==> src/rtl/jk_cmd_gen.sv <==
// Pushbutton-to-JK command generator: sync, debounce, edge-detect, one-cycle j/k pulse FSM.
// Latency: DEBOUNCE_CYCLES+4 clk edges from a clean raw press to j/k high.
// Backpressure: none; presses arriving while busy are dropped. JK_CMD_GEN_AUTO_REPEAT_EN enables tgl auto-repeat.
module jk_cmd_gen #(
    parameter int DEBOUNCE_CYCLES = 16,
    parameter int REPEAT_CYCLES   = 64
) (
    input  logic       clk,
    input  logic       reset,
    input  logic       btn_set,
    input  logic       btn_clr,
    input  logic       btn_tgl,
    output logic       j,
    output logic       k,
    output logic       busy,
    output logic [7:0] cmd_cnt
);

    // Both counters are 16 bits wide, so both periods must fit that range.
    if (DEBOUNCE_CYCLES < 2 || DEBOUNCE_CYCLES > 65535 ||
        REPEAT_CYCLES < 2 || REPEAT_CYCLES > 65535) begin : g_bad_param
        $error("jk_cmd_gen: DEBOUNCE_CYCLES/REPEAT_CYCLES out of range 2..65535");
    end

    localparam logic [15:0] DB_LAST = 16'(DEBOUNCE_CYCLES - 1);

    typedef enum logic [1:0] {
        IDLE  = 2'd0,
        PULSE = 2'd1,
        HOLD  = 2'd2
    } state_t;

    // Bit order for all per-button vectors: [0]=set, [1]=clr, [2]=tgl.
    logic [2:0]  sync1_q;
    logic [2:0]  sync2_q;
    logic [2:0]  lvl_q;
    logic [2:0]  lvl_dly_q;
    logic [2:0]  press_q;
    logic [15:0] db_cnt_q [3];

    state_t      state_q, state_d;
    logic        j_q, j_d;
    logic        k_q, k_d;
    logic [7:0]  cmd_cnt_q, cmd_cnt_d;

`ifdef JK_CMD_GEN_AUTO_REPEAT_EN
    localparam logic [15:0] RPT_LAST = 16'(REPEAT_CYCLES - 1);
    logic [15:0] rpt_cnt_q, rpt_cnt_d;
`endif

    // Two-flop synchronizer for the raw asynchronous buttons.
    always_ff @(posedge clk or negedge reset) begin
        if (!reset) begin
            sync1_q <= '0;
            sync2_q <= '0;
        end else begin
            sync1_q <= {btn_tgl, btn_clr, btn_set};
            sync2_q <= sync1_q;
        end
    end

    // Per-button debounce: accept a new level after DEBOUNCE_CYCLES consecutive differing samples.
    always_ff @(posedge clk or negedge reset) begin
        if (!reset) begin
            lvl_q <= '0;
            for (int i = 0; i < 3; i++) begin
                db_cnt_q[i] <= '0;
            end
        end else begin
            for (int i = 0; i < 3; i++) begin
                if (sync2_q[i] == lvl_q[i]) begin
                    db_cnt_q[i] <= '0;
                end else if (db_cnt_q[i] == DB_LAST) begin
                    lvl_q[i]    <= sync2_q[i];
                    db_cnt_q[i] <= '0;
                end else begin
                    db_cnt_q[i] <= db_cnt_q[i] + 16'd1;
                end
            end
        end
    end

    // Rising-edge press events; lvl_dly_q is the level aligned with press_q so HOLD
    // exit sees the same pipeline depth as press entry.
    always_ff @(posedge clk or negedge reset) begin
        if (!reset) begin
            lvl_dly_q <= '0;
            press_q   <= '0;
        end else begin
            lvl_dly_q <= lvl_q;
            press_q   <= lvl_q & ~lvl_dly_q;
        end
    end

    // FSM, command outputs and command counter registers.
    always_ff @(posedge clk or negedge reset) begin
        if (!reset) begin
            state_q   <= IDLE;
            j_q       <= 1'b0;
            k_q       <= 1'b0;
            cmd_cnt_q <= '0;
        end else begin
            state_q   <= state_d;
            j_q       <= j_d;
            k_q       <= k_d;
            cmd_cnt_q <= cmd_cnt_d;
        end
    end

`ifdef JK_CMD_GEN_AUTO_REPEAT_EN
    // Auto-repeat period counter, only advanced while holding tgl alone.
    always_ff @(posedge clk or negedge reset) begin
        if (!reset) begin
            rpt_cnt_q <= '0;
        end else begin
            rpt_cnt_q <= rpt_cnt_d;
        end
    end
`endif

    // Next-state logic; j/k are computed for the cycle being entered, so they are high only in PULSE.
    // Encoding j = tgl|set, k = tgl|clr covers single presses and the set+clr -> 11 case.
    always_comb begin
        state_d   = state_q;
        j_d       = 1'b0;
        k_d       = 1'b0;
        cmd_cnt_d = cmd_cnt_q;
`ifdef JK_CMD_GEN_AUTO_REPEAT_EN
        rpt_cnt_d = '0;
`endif
        case (state_q)
            IDLE: begin
                if (|press_q) begin
                    state_d = PULSE;
                    j_d     = press_q[2] | press_q[0];
                    k_d     = press_q[2] | press_q[1];
                end
            end
            PULSE: begin
                state_d = HOLD;
            end
            HOLD: begin
`ifdef JK_CMD_GEN_AUTO_REPEAT_EN
                if (lvl_dly_q == 3'b100) begin
                    if (rpt_cnt_q == RPT_LAST) begin
                        state_d = PULSE;
                        j_d     = 1'b1;
                        k_d     = 1'b1;
                    end else begin
                        rpt_cnt_d = rpt_cnt_q + 16'd1;
                    end
                end else if (lvl_dly_q == 3'b000) begin
                    state_d = IDLE;
                end
`else
                if (lvl_dly_q == 3'b000) begin
                    state_d = IDLE;
                end
`endif
            end
            default: begin
                state_d = IDLE;
            end
        endcase
        if (state_d == PULSE) begin
            cmd_cnt_d = cmd_cnt_q + 8'd1;
        end
    end

    assign j       = j_q;
    assign k       = k_q;
    assign busy    = (state_q != IDLE);
    assign cmd_cnt = cmd_cnt_q;

endmodule

==> config.mk <==
export PLATFORM = sky130hd
export DESIGN_NAME = jk_cmd_gen
export DESIGN_NICKNAME = d
export VERILOG_FILES = /design/src/rtl/jk_cmd_gen.sv
export SDC_FILE = /design/constraint.sdc
export NUM_CORES = 1
export LEC_CHECK = 0
export ABC_AREA = 1
export CAP_MARGIN = 20
export CORE_MARGIN = 4
export CORE_UTILIZATION = 60
export CTS_CLUSTER_SIZE = 28
export DETAILED_ROUTE_END_ITERATION = 7
export PLACE_DENSITY_LB_ADDON = 0.08
export REMOVE_ABC_BUFFERS = 1
export SYNTH_ARGS = -nofsm -noshare
export SYNTH_HDL_FRONTEND = slang
export SYNTH_SLANG_ARGS = --single-unit
export TNS_END_PERCENT = 100
==> constraint.sdc <==
create_clock -name clk -period 2.25 [get_ports clk]
set_input_delay 0.45 -clock clk [delete_from_list [all_inputs] [get_ports clk]]
set_output_delay 0.45 -clock clk [all_outputs]
set_load 0.005 [all_outputs]
==> results of run 1 <==
[final cells by class]
| class | instances | share of cell area |
|---|---|---|
| Clock buffer | 10 | 0.0312 |
| Clock inverter | 6 | 0.0221 |
| Inverter | 44 | 0.0404 |
| Multi-Input combinational cell | 324 | 0.384 |
| Sequential cell | 75 | 0.459 |
| Tap cell | 72 | 0.0221 |
| Timing Repair Buffer | 16 | 0.0410 |
[cells by family (layout without fill, tap and decap cells)]
| kind of cell | Yosys count | in the layout | synth area share |
|---|---|---|---|
| simple gates | 281 | 281 | 0.338 |
| compound gates | 12 | 12 | 0.0173 |
| buf+inv | 44 | 76 | 0.0458 |
| xor+xnor | 27 | 27 | 0.0655 |
| fa+ha+maj | 4 | 4 | 0.0139 |
| flops | 75 | 75 | 0.520 |
[critical path, stage by stage (launching register included)]
cell             delay [ps]
dfrtp_1                 390
nor2_2                  170
inv_1                    70
clkdlybuf4s50_1         440
[layer usage]
layer / vias to the layer above / track usage / wire length, µm
met1: 1322 / 0.255 / 3080
met4: 0 / 0.0734 / 104
met2: 49 / 0.338 / 3020
met3: 11 / 0.0442 / 278
met5: - / 0 / 0
li1: 1448 / - / -
[sequential cells by signal (all words and copies together) (netlist names)]
register   flops
lvl_dly_q      3
db_cnt_q      48
press_q        3
state_q        2
sync1_q        3
lvl_q          3
sync2_q        3
j              1
cmd_cnt        8
k              1
[metrics by stage]
step / hold slack [ps] / utilization / instances
after floorplan: 154 / - / 443
after global placement: 335 / 0.681 / 531
after detailed placement: 335 / 0.681 / 531
after CTS: 23.0 / 0.720 / 547
after global routing: 33.0 / 0.720 / 547
final: 17.4 / 0.720 / 547
[worst paths after layout]
check | from | to | cells past startpoint
setup / recovery | state_q[1]$_DFF_PN0_ | busy | 3
hold / removal | reset | db_cnt_q[21]$_DFF_PN0_ | 1
setup reg to reg | db_cnt_q[0]$_DFF_PN0_ | db_cnt_q[9]$_DFF_PN0_ | 8
hold reg to reg | sync1_q[2]$_DFF_PN0_ | sync2_q[2]$_DFF_PN0_ | 0
max in group asynchronous | reset | db_cnt_q[41]$_DFF_PN0_ | 2
min in group clk | sync1_q[2]$_DFF_PN0_ | sync2_q[2]$_DFF_PN0_ | 0
[cell usage in the layout, fill, tap and decap left out, types with 6 or more instances in the layout]
cell type        count
xnor2_1              7
clkbuf_8             9
nand4_1             14
nor2_1             110
nor2_2               8
clkdlybuf4s50_1     14
nand3_1             25
nand2_1            103
dfrtp_1             75
inv_1               38
nand2_2              6
inv_2                6
xor2_1              20
[power breakdown]
group          leakage [nW]  switching [mW]  total, mW  internal (mW)
Clock                 0.106           0.513       1.14          0.627
Combinational         0.681          0.0590     0.0900         0.0310
Sequential             1.03          0.0200       1.39           1.37
==> impl_results.md, run 1 <==
- Status: complete, no violations
- Post-CTS Setup Inserts: 0
- Via Count: 2830
- Vias in the first global route: 2727
- H-tree levels: 3
- ANT cells: 0
- Top cells by area, synth: dfrtp_1, nor2_1, nand2_1
- Max Cap Viol: 0
- Fillers: 443
- Critical Path Sink Type: primary output
- Die Y: 85.6 µm
- Synthesized cell area: 0.00361 mm²
- Gr ovfl total: 0
- Mapped Cells: 443
- Arrival @ worst endpoint: 1420 ps
- Hold Crit Class: in2async
- Io pins: 16
- Synth cell types: 21
- Post-synth EDFFs: 0
- Final setup margin: 378 ps
- P_leak: 1.81 nW
- Iteration-0 DRC Markers: 174
- Initial core utilization: 0.636
- Worst slew margin: 0.727
- Clk pin slew, worst setup/hold paths: 90 ps
- DRT Pass-1 Iters: 4
- Flop2flop setup slack: 800 ps
- Post-DRT Antenna Nets: 0
- Measured slew at the worst slew-check pin: 409 ps
- GRT Total Usage: 0.201
- Pwr dens: 641 mW/mm²
- Final setup fails: 0
- Layout cell share with drive strength beyond 1: 0.0905
- Clock root buffer: clkbuf_8
- Hold Fails Final Rpt: 0
- CP max FO: 4
- Seq cells post-synth: 75
- Hold buffers post-CTS: 0
- Synth warn: 0
- Most area-hungry cell type in the Yosys netlist: dfrtp_1
- Max-slew violations: 0
- Area grow syn2layout: 13.2%
- Post-cts repair resize count: 0
- Drt wl/cell: 11.9 µm
- Drt drc: 0
- Number of antenna violations at the first check in global routing: 0
- Final Cell Area: 0.00409 mm²
- Largest net degree at the start of global routing: 45
- Clock buffer depth: 2
- Std cell rows: 27
- Clk_skew: 9.49 ps
- Num CTS Buffers: 9
- Die area: 0.00732 mm²
- CTS sink count: 75
- Area of the multi-input gates: 0.00157 mm²
- Fmax: 0.534 GHz
- Routed vias/inst: 5.17
- Die W: 85.6 µm
- Share of the synthesized area in the top cell type: 0.520
- Worst-Skew Late Latency: 350 ps
- Buffers on Ports: 15
- Synth Flop Type: dfrtp_1
- Most common cell in the netlist: nor2_1
- Post-detail-place hpwl: 4630 µm
- Fin crit period: 1870 ps
- Most common library cells after synthesis: nor2_1, nand2_1, dfrtp_1
- Period utilisation layout: 0.832
- Synth Area per Inst: 8.15 µm²
- WL final: 6480 µm
- Reg area: 0.00188 mm²
- Layout net count: 479
- DP Area: 0.00387 mm²
- Worst path required time: 1800 ps
- TritonCTS clock tree: built
- First-pass GRT wire length: 11700 µm
- Setup_tns: 0 ps
- Core Area: 0.00568 mm²
- Crit Path Category: reg2out
- Max IR drop VDD: 465 µV
- RSZ-0062 raised after global routing: no
- Worst Setup Slack post-DPL: 741 ps
- Startpoint Class: flip-flop
- PnR Total Power: 2.62 mW
- Ys async rst share: 1.00
- Routability cong.: 0.904
- Seq/Total Area, Yosys: 0.520
No activity file was read; power rests on OpenSTA's default activity.
==> run 2: changes to the inputs <==
==> constraint.sdc (replaced) <==
create_clock -name clk -period 1.8 [get_ports clk]
set_input_delay 0.36 -clock clk [delete_from_list [all_inputs] [get_ports clk]]
set_output_delay 0.36 -clock clk [all_outputs]
set_load 0.005 [all_outputs]
==> impl_results.md, run 2 (synthesized netlist as in run 1, its figures left out) <==
- Max IR drop VDD: 532 µV (+14%)
- Worst path required time: 1440 ps (-360 ps)
- Vias in the first global route: 2675 (-1.9%)
- Num CTS Buffers: 9 (unchanged)
- Iteration-0 DRC Markers: 194 (+11%)
- Initial core utilization: 0.636 (unchanged)
- Final setup fails: 0 (unchanged)
- DRT Pass-1 Iters: 4 (unchanged)
- Measured slew at the worst slew-check pin: 372 ps (-37.2 ps)
- Commonest non-fill, non-tap cell in the layout: nor2_1
- Critical Path Sink Type: primary output
- ANT cells: 0 (unchanged)
- Hold Crit Class: reg2reg
- Core Area: 0.00568 mm² (unchanged)
- Layout cell share with drive strength beyond 1: 0.0962 (+0.00571)
- Sequential Power Share: 0.520 (-0.010)
- Fmax: 0.590 GHz
- Combinational power share: 0.036 (+0.002)
- Worst Hold End: sync2_q[2]$_DFF_PN0_
- Flop2flop setup slack: 340 ps (-460 ps)
- RSZ-0062 raised after global routing: no
- Largest net degree at the start of global routing: 33 (-27%)
- Critical path cell sequence: clkdlybuf4s50_1
- Die area: 0.00732 mm² (unchanged)
- Post-DRT Antenna Nets: 0 (unchanged)
- Hold Startpoint: sync1_q[2]$_DFF_PN0_
- Worst Setup Slack post-DPL: 381 ps (-360 ps)
- Hold Fails Final Rpt: 0 (unchanged)
- Setup_tns: 0 ps (unchanged)
- WHS Path Cells: 0
- Max Cap Viol: 0 (unchanged)
- CP delay by family, top: buffers and inverters
- Pwr dens: 807 mW/mm² (+26%)
- R2R Path Start: db_cnt_q[16]$_DFF_PN0_
- Status: complete, no violations
- Crit path buf inv count: 1 (-1)
- Clk pwr share: 0.444 (+0.009)
- Final Cell Area: 0.00414 mm² (+1.2%)
- Drt drc: 0 (unchanged)
- Critical Path Max Stage Delay: 540 ps (+100 ps)
- Crit Path Category: reg2out
- Switching Share: 0.217 (-0.00963)
- Switch Pwr: 722 µW (+22%)
- Std cell rows: 27 (unchanged)
- Arrival @ worst endpoint: 1330 ps (-90 ps)
- Layout net count: 482 (+0.63%)
- Gr ovfl total: 0 (unchanged)
- First-pass GRT wire length: 11700 µm (-0.12%)
- Period utilisation layout: 0.941
- Largest register FFs: 48 (unchanged)
- P_leak: 1.85 nW (+2.2%)
- Number of antenna violations at the first check in global routing: 0 (unchanged)
- Startpoint Class: flip-flop
- H-tree levels: 3 (unchanged)
- P_int: 2.61 mW (+29%)
- Die Y: 85.6 µm (unchanged)
- CTS sink count: 75 (unchanged)
- Placed instance count: 532 (+0.19%)
- Routability cong.: 0.892 (-1.4%)
- Via Count: 2809 (-0.74%)
- Io pins: 16 (unchanged)
- TritonCTS clock tree: built
- Reg2reg end: db_cnt_q[25]$_DFF_PN0_
- Worst slew margin: 0.752 (+0.0248)
- CP max FO: 6 (+2)
- Worst-Skew Late Latency: 340 ps (about the same)
- Clock buffer depth: 2 (unchanged)
- Largest Register: db_cnt_q
- Drt wl/cell: 12.1 µm (+2.3%)
- FF-to-FF path depth: 8 (unchanged)
- GRT Total Usage: 0.199 (-0.00127)
- DP Area: 0.00387 mm² (+0.19%)
- Post-detail-place hpwl: 4800 µm (+3.7%)
- Routed vias/inst: 5.11 (-1.3%)
- Die W: 85.6 µm (unchanged)
- Fin crit period: 1690 ps
- Buffers on Ports: 15 (unchanged)
- Max-slew violations: 0 (unchanged)
- Crit-path slowest cell: clkdlybuf4s50_1
- Clk_skew: 9.27 ps (-0.216 ps)
- WL final: 6670 µm (+2.8%)
- Clock root buffer: clkbuf_8
- Final setup margin: 106 ps (-272 ps)
- Layout Cells excl Fill: 550 (+0.55%)
- Highest-count cells in the layout ignoring fill and taps: nor2_1, nand2_1, dfrtp_1, inv_1, nand3_1
- Clk pin slew, worst setup/hold paths: 80 ps (about the same)
- Area grow syn2layout: 14.6%
run 2: changes by cell type in the layout (fill, tap and decap cells not counted):
| cell | previous run | this run |
|---|---|---|
| dlygate4sd3_1 | 0 | 1 |
| clkbuf_1 | 1 | 0 |
| clkbuf_8 | 9 | 11 |
| clkinv_2 | 1 | 0 |
| inv_6 | 0 | 1 |
| clkdlybuf4s50_1 | 14 | 13 |
| nor2_4 | 3 | 4 |
| clkinv_4 | 2 | 0 |
| dlymetal6s2s_1 | 0 | 1 |
| nor2_2 | 8 | 7 |
| buf_4 | 1 | 3 |
| clkinvlp_4 | 1 | 2 |
run 2: worst max path at each step:
stage / startpoint / end / slack, ps / cells past startpoint
final: cmd_cnt[2]$_DFFE_PN0N_ / cmd_cnt[2] / 110 / 1
after global placement: state_q[1]$_DFF_PN0_ / busy / 420 / 3
after detailed placement: db_cnt_q[0]$_DFF_PN0_ / db_cnt_q[10]$_DFF_PN0_ / 380 / 8
after global routing: cmd_cnt[2]$_DFFE_PN0N_ / cmd_cnt[2] / 60 / 1
after floorplan: db_cnt_q[16]$_DFF_PN0_ / db_cnt_q[25]$_DFF_PN0_ / 540 / 8
after CTS: state_q[1]$_DFF_PN0_ / busy / 0.3 / 3
run 2: area by class of cell:
type / instances / area (µm²)
clock buffer: 11 / 151
clock inverter: 5 / 83.8
fill: 425 / 1540
inverter: 44 / 165
multi-input combinational: 324 / 1570
sequential: 75 / 1880
tap: 72 / 90.1
timing repair buffer: 19 / 195
run 2: power groups by stage:
| stage | clock (mW) | combinational, mW | sequential [mW] |
|---|---|---|---|
| after floorplan | 0 | 0.0509 | 1.76 |
| after global placement | 0 | 0.116 | 1.77 |
| after detailed placement | 0 | 0.119 | 1.77 |
| after CTS | 1.52 | 0.122 | 1.74 |
| after global routing | 1.60 | 0.138 | 1.74 |
| final | 1.48 | 0.119 | 1.74 |
run 2: layer usage:
layer  vias to the layer above  global-route usage  wire [µm]
met5                         -                   0          0
met4                         0              0.0619         55
met3                         4              0.0480        298
met2                        56               0.320       3170
met1                      1304               0.270       3150
li1                       1445                   -          -
run 2: repair_timing:
| action | in CTS | in global routing |
|---|---|---|
| setup endpoints to repair | 0 | 1 |
| hold buffers | 1 | 0 |
| hold endpoints to repair | 26 | 0 |
| buffers inserted | 0 | 1 |
| resized for setup | 0 | 2 |
run 2: metrics by stage:
stage / power [mW] / utilization / hold WS (ps)
2_1_floorplan: 1.81 / - / 64.4
3_3_place_gp: 1.88 / 0.683 / 305
3_5_place_dp: 1.89 / 0.683 / 305
4_1_cts: 3.38 / 0.726 / 353
5_1_grt: 3.47 / 0.729 / 360
6_report: 3.34 / 0.729 / 351
==> run 3: changes to the inputs <==
--- a/config.mk
+++ b/config.mk
@@ -7,7 +7,6 @@
 export LEC_CHECK = 0
 export ABC_AREA = 1
 export CAP_MARGIN = 20
-export CORE_MARGIN = 4
 export CORE_UTILIZATION = 60
 export CTS_CLUSTER_SIZE = 28
 export DETAILED_ROUTE_END_ITERATION = 7
==> constraint.sdc (replaced) <==
create_clock -name clk -period 1.8 [get_ports clk]
set_input_delay 0.36 -clock clk [delete_from_list [all_inputs] [get_ports clk]]
set_output_delay 0.36 -clock clk [all_outputs]
set_load 0.02 [all_outputs]
==> impl_results.md, run 3 (synthesized netlist as in run 1, its figures left out) <==
- Max Cap Viol: 0 (unchanged)
- P_int: 2.67 mW (+2.0%)
- Clk pwr share: 0.457 (+0.013)
- Core Area: 0.00564 mm² (-0.60%)
- Iteration-0 DRC Markers: 160 (-18%)
- GRT Total Usage: 0.246 (+0.0462)
- Std cell rows: 27 (unchanged)
- Num CTS Buffers: 9 (unchanged)
- Measured slew at the worst slew-check pin: 286 ps (-85.6 ps)
- Final setup fails: 0 (unchanged)
- CTS sink count: 75 (unchanged)
- WHS Path Cells: 0 (unchanged)
- Worst slew margin: 0.809 (+0.0564)
- Die W: 79.6 µm (-7.0%)
- Worst path required time: 1440 ps (about the same)
- Commonest non-fill, non-tap cell in the layout: nor2_1
- Reg2reg end: db_cnt_q[9]$_DFF_PN0_
- WL final: 6710 µm (+0.71%)
- Critical Path Sink Type: primary output
- Layout cell share with drive strength beyond 1: 0.0943 (-0.00189)
- DRT Pass-1 Iters: 5 (+1)
- Worst-Skew Late Latency: 350 ps (about the same)
- TritonCTS clock tree: built
- ANT cells: 0 (unchanged)
- Setup crit start: cmd_cnt[5]$_DFFE_PN0N_
- Largest net degree at the start of global routing: 37 (+12%)
- RSZ-0062 raised after global routing: no
- Fin crit period: 1730 ps (+35.1 ps)
- Gr ovfl total: 0 (unchanged)
- Routability cong.: 0.893 (+0.16%)
- Arrival @ worst endpoint: 1370 ps (+40 ps)
- Switching Share: 0.219 (+0.00260)
- Hold Crit Class: reg2reg
- P_leak: 1.91 nW (+2.8%)
- Initial core utilization: 0.640 (+0.00381)
- Clk_skew: 7.24 ps (-2.03 ps)
- Crit path buf inv count: 1 (unchanged)
- Die area: 0.00633 mm² (-14%)
- Highest-count cells in the layout ignoring fill and taps: nor2_1, nand2_1, dfrtp_1, inv_1, nand3_1
- Crit. path cell count: 1 (unchanged)
- FF-to-FF path depth: 8 (unchanged)
- Finished Core Util: 0.732 (+0.00325)
- Area grow syn2layout: 14.4%
- Sequential Power Share: 0.508 (-0.012)
- CP delay by family, top: buffers and inverters
- Largest Register: db_cnt_q
- CP Capture Point: cmd_cnt[5]
- H-tree levels: 3 (unchanged)
- Clock root buffer: clkbuf_8
- Buffers on Ports: 15 (unchanged)
- CP max FO: 4 (-2)
- Io pins: 16 (unchanged)
- Hold Fails Final Rpt: 0 (unchanged)
- Max IR drop VDD: 539 µV (+1.5%)
- Combinational power share: 0.035 (about the same)
- Status: complete, no violations
- Routed vias/inst: 5.21 (+2.0%)
- Layout net count: 481 (-0.21%)
- Clk pin slew, worst setup/hold paths: 80 ps (about the same)
- Critical Path Max Stage Delay: 620 ps (+80 ps)
- Startpoint Class: flip-flop
- Number of antenna violations at the first check in global routing: 0 (unchanged)
- R2R Path Start: db_cnt_q[0]$_DFF_PN0_
- Drt drc: 0 (unchanged)
- Period utilisation layout: 0.960 (+0.0195)
- Flop2flop setup slack: 340 ps (about the same)
- Max-slew violations: 0 (unchanged)
- Crit-path slowest cell: clkdlybuf4s50_1
- Switch Pwr: 749 µW (+3.6%)
- Post-detail-place hpwl: 4760 µm (-0.89%)
- Critical path cell sequence: clkdlybuf4s50_1
- Via Count: 2861 (+1.9%)
- Fmax: 0.578 GHz (-2.0%)
- Fillers: 419 (-1.4%)
- Pwr dens: 827 mW/mm² (+2.5%)
- Setup_tns: 0 ps (unchanged)
- First-pass GRT wire length: 11800 µm (+0.53%)
- Post-DRT Antenna Nets: 0 (unchanged)
- Largest register FFs: 48 (unchanged)
- Vias in the first global route: 2749 (+2.8%)
- Clock buffer depth: 2 (unchanged)
- Drt wl/cell: 12.2 µm (+0.89%)
- Crit Path Category: reg2out
- Die Y: 79.6 µm (-7.0%)
- Post-CTS Setup Inserts: 0 (unchanged)
-- run 3: cell count changes in the layout (fill, tap and decap cells not counted), sizes merged --
cell and change:
clkinvlp -1, bufinv +1, inv -1, clkdlybuf4s50 -5
clkbuf -2, dlymetal6s2s +2, dlygate4sd2 +3, clkinv +3
buf -1
-- run 3: cell type report --
type                       instances  area (µm²)  share of cell area
inverter                          44         165              0.0400
clock inverter                     7         116              0.0282
timing repair buffer              18         189              0.0458
clock buffer                       9         124              0.0300
sequential                        75        1880               0.455
multi-input combinational        324        1570               0.380
tap                               72        90.1              0.0218
-- run 3: routing by layer --
layer  part of all wire  GRT usage  up-vias
met1               0.47      0.318     1315
li1                   -          -     1442
met3              0.048     0.0583       17
met2               0.46      0.388       87
met4              0.021      0.115        0
met5                  0          0        -
-- run 3: timing repair --
action / in CTS / in global routing
hold buffers: 1 / 0
resized for setup: 3 / 3
endpoints found under the setup margin: 3 / 3
cloned: 0 / 0
hold endpoints to repair: 18 / 0
-- run 3: per-stage QoR --
stage                     hold WS [ps]  cells  instance area, µm²  worst slack, ps  total power, mW
final                              353    549                4130             71.2             3.42
after global routing               359    549                4130             10.9             3.53
after CTS                          354    549                4120             24.6             3.44
after detailed placement           253    532                3870              306             1.89
after global placement             252    532                3870              326             1.89
after floorplan                   64.4    443                3610              538             1.82
-- run 3: how the worst min path moves through the flow --
stage                          from                     end  slack (ps)
2_1_floorplan                 reset  cmd_cnt[0]$_DFFE_PN0N_          60
4_1_cts        sync1_q[2]$_DFF_PN0_    sync2_q[2]$_DFF_PN0_         350
3_5_place_dp                  reset  db_cnt_q[29]$_DFF_PN0_         250
5_1_grt        sync1_q[2]$_DFF_PN0_    sync2_q[2]$_DFF_PN0_         360
3_3_place_gp                  reset  db_cnt_q[29]$_DFF_PN0_         250
6_report       sync1_q[2]$_DFF_PN0_    sync2_q[2]$_DFF_PN0_         350
-- run 3: power groups by stage --
stage | Sequential [mW] | Combinational [mW] | Clock, mW
after floorplan | 1.77 | 0.0528 | 0
after global placement | 1.77 | 0.119 | 0
after detailed placement | 1.77 | 0.122 | 0
after CTS | 1.74 | 0.123 | 1.58
after global routing | 1.74 | 0.140 | 1.66
final | 1.73 | 0.119 | 1.56
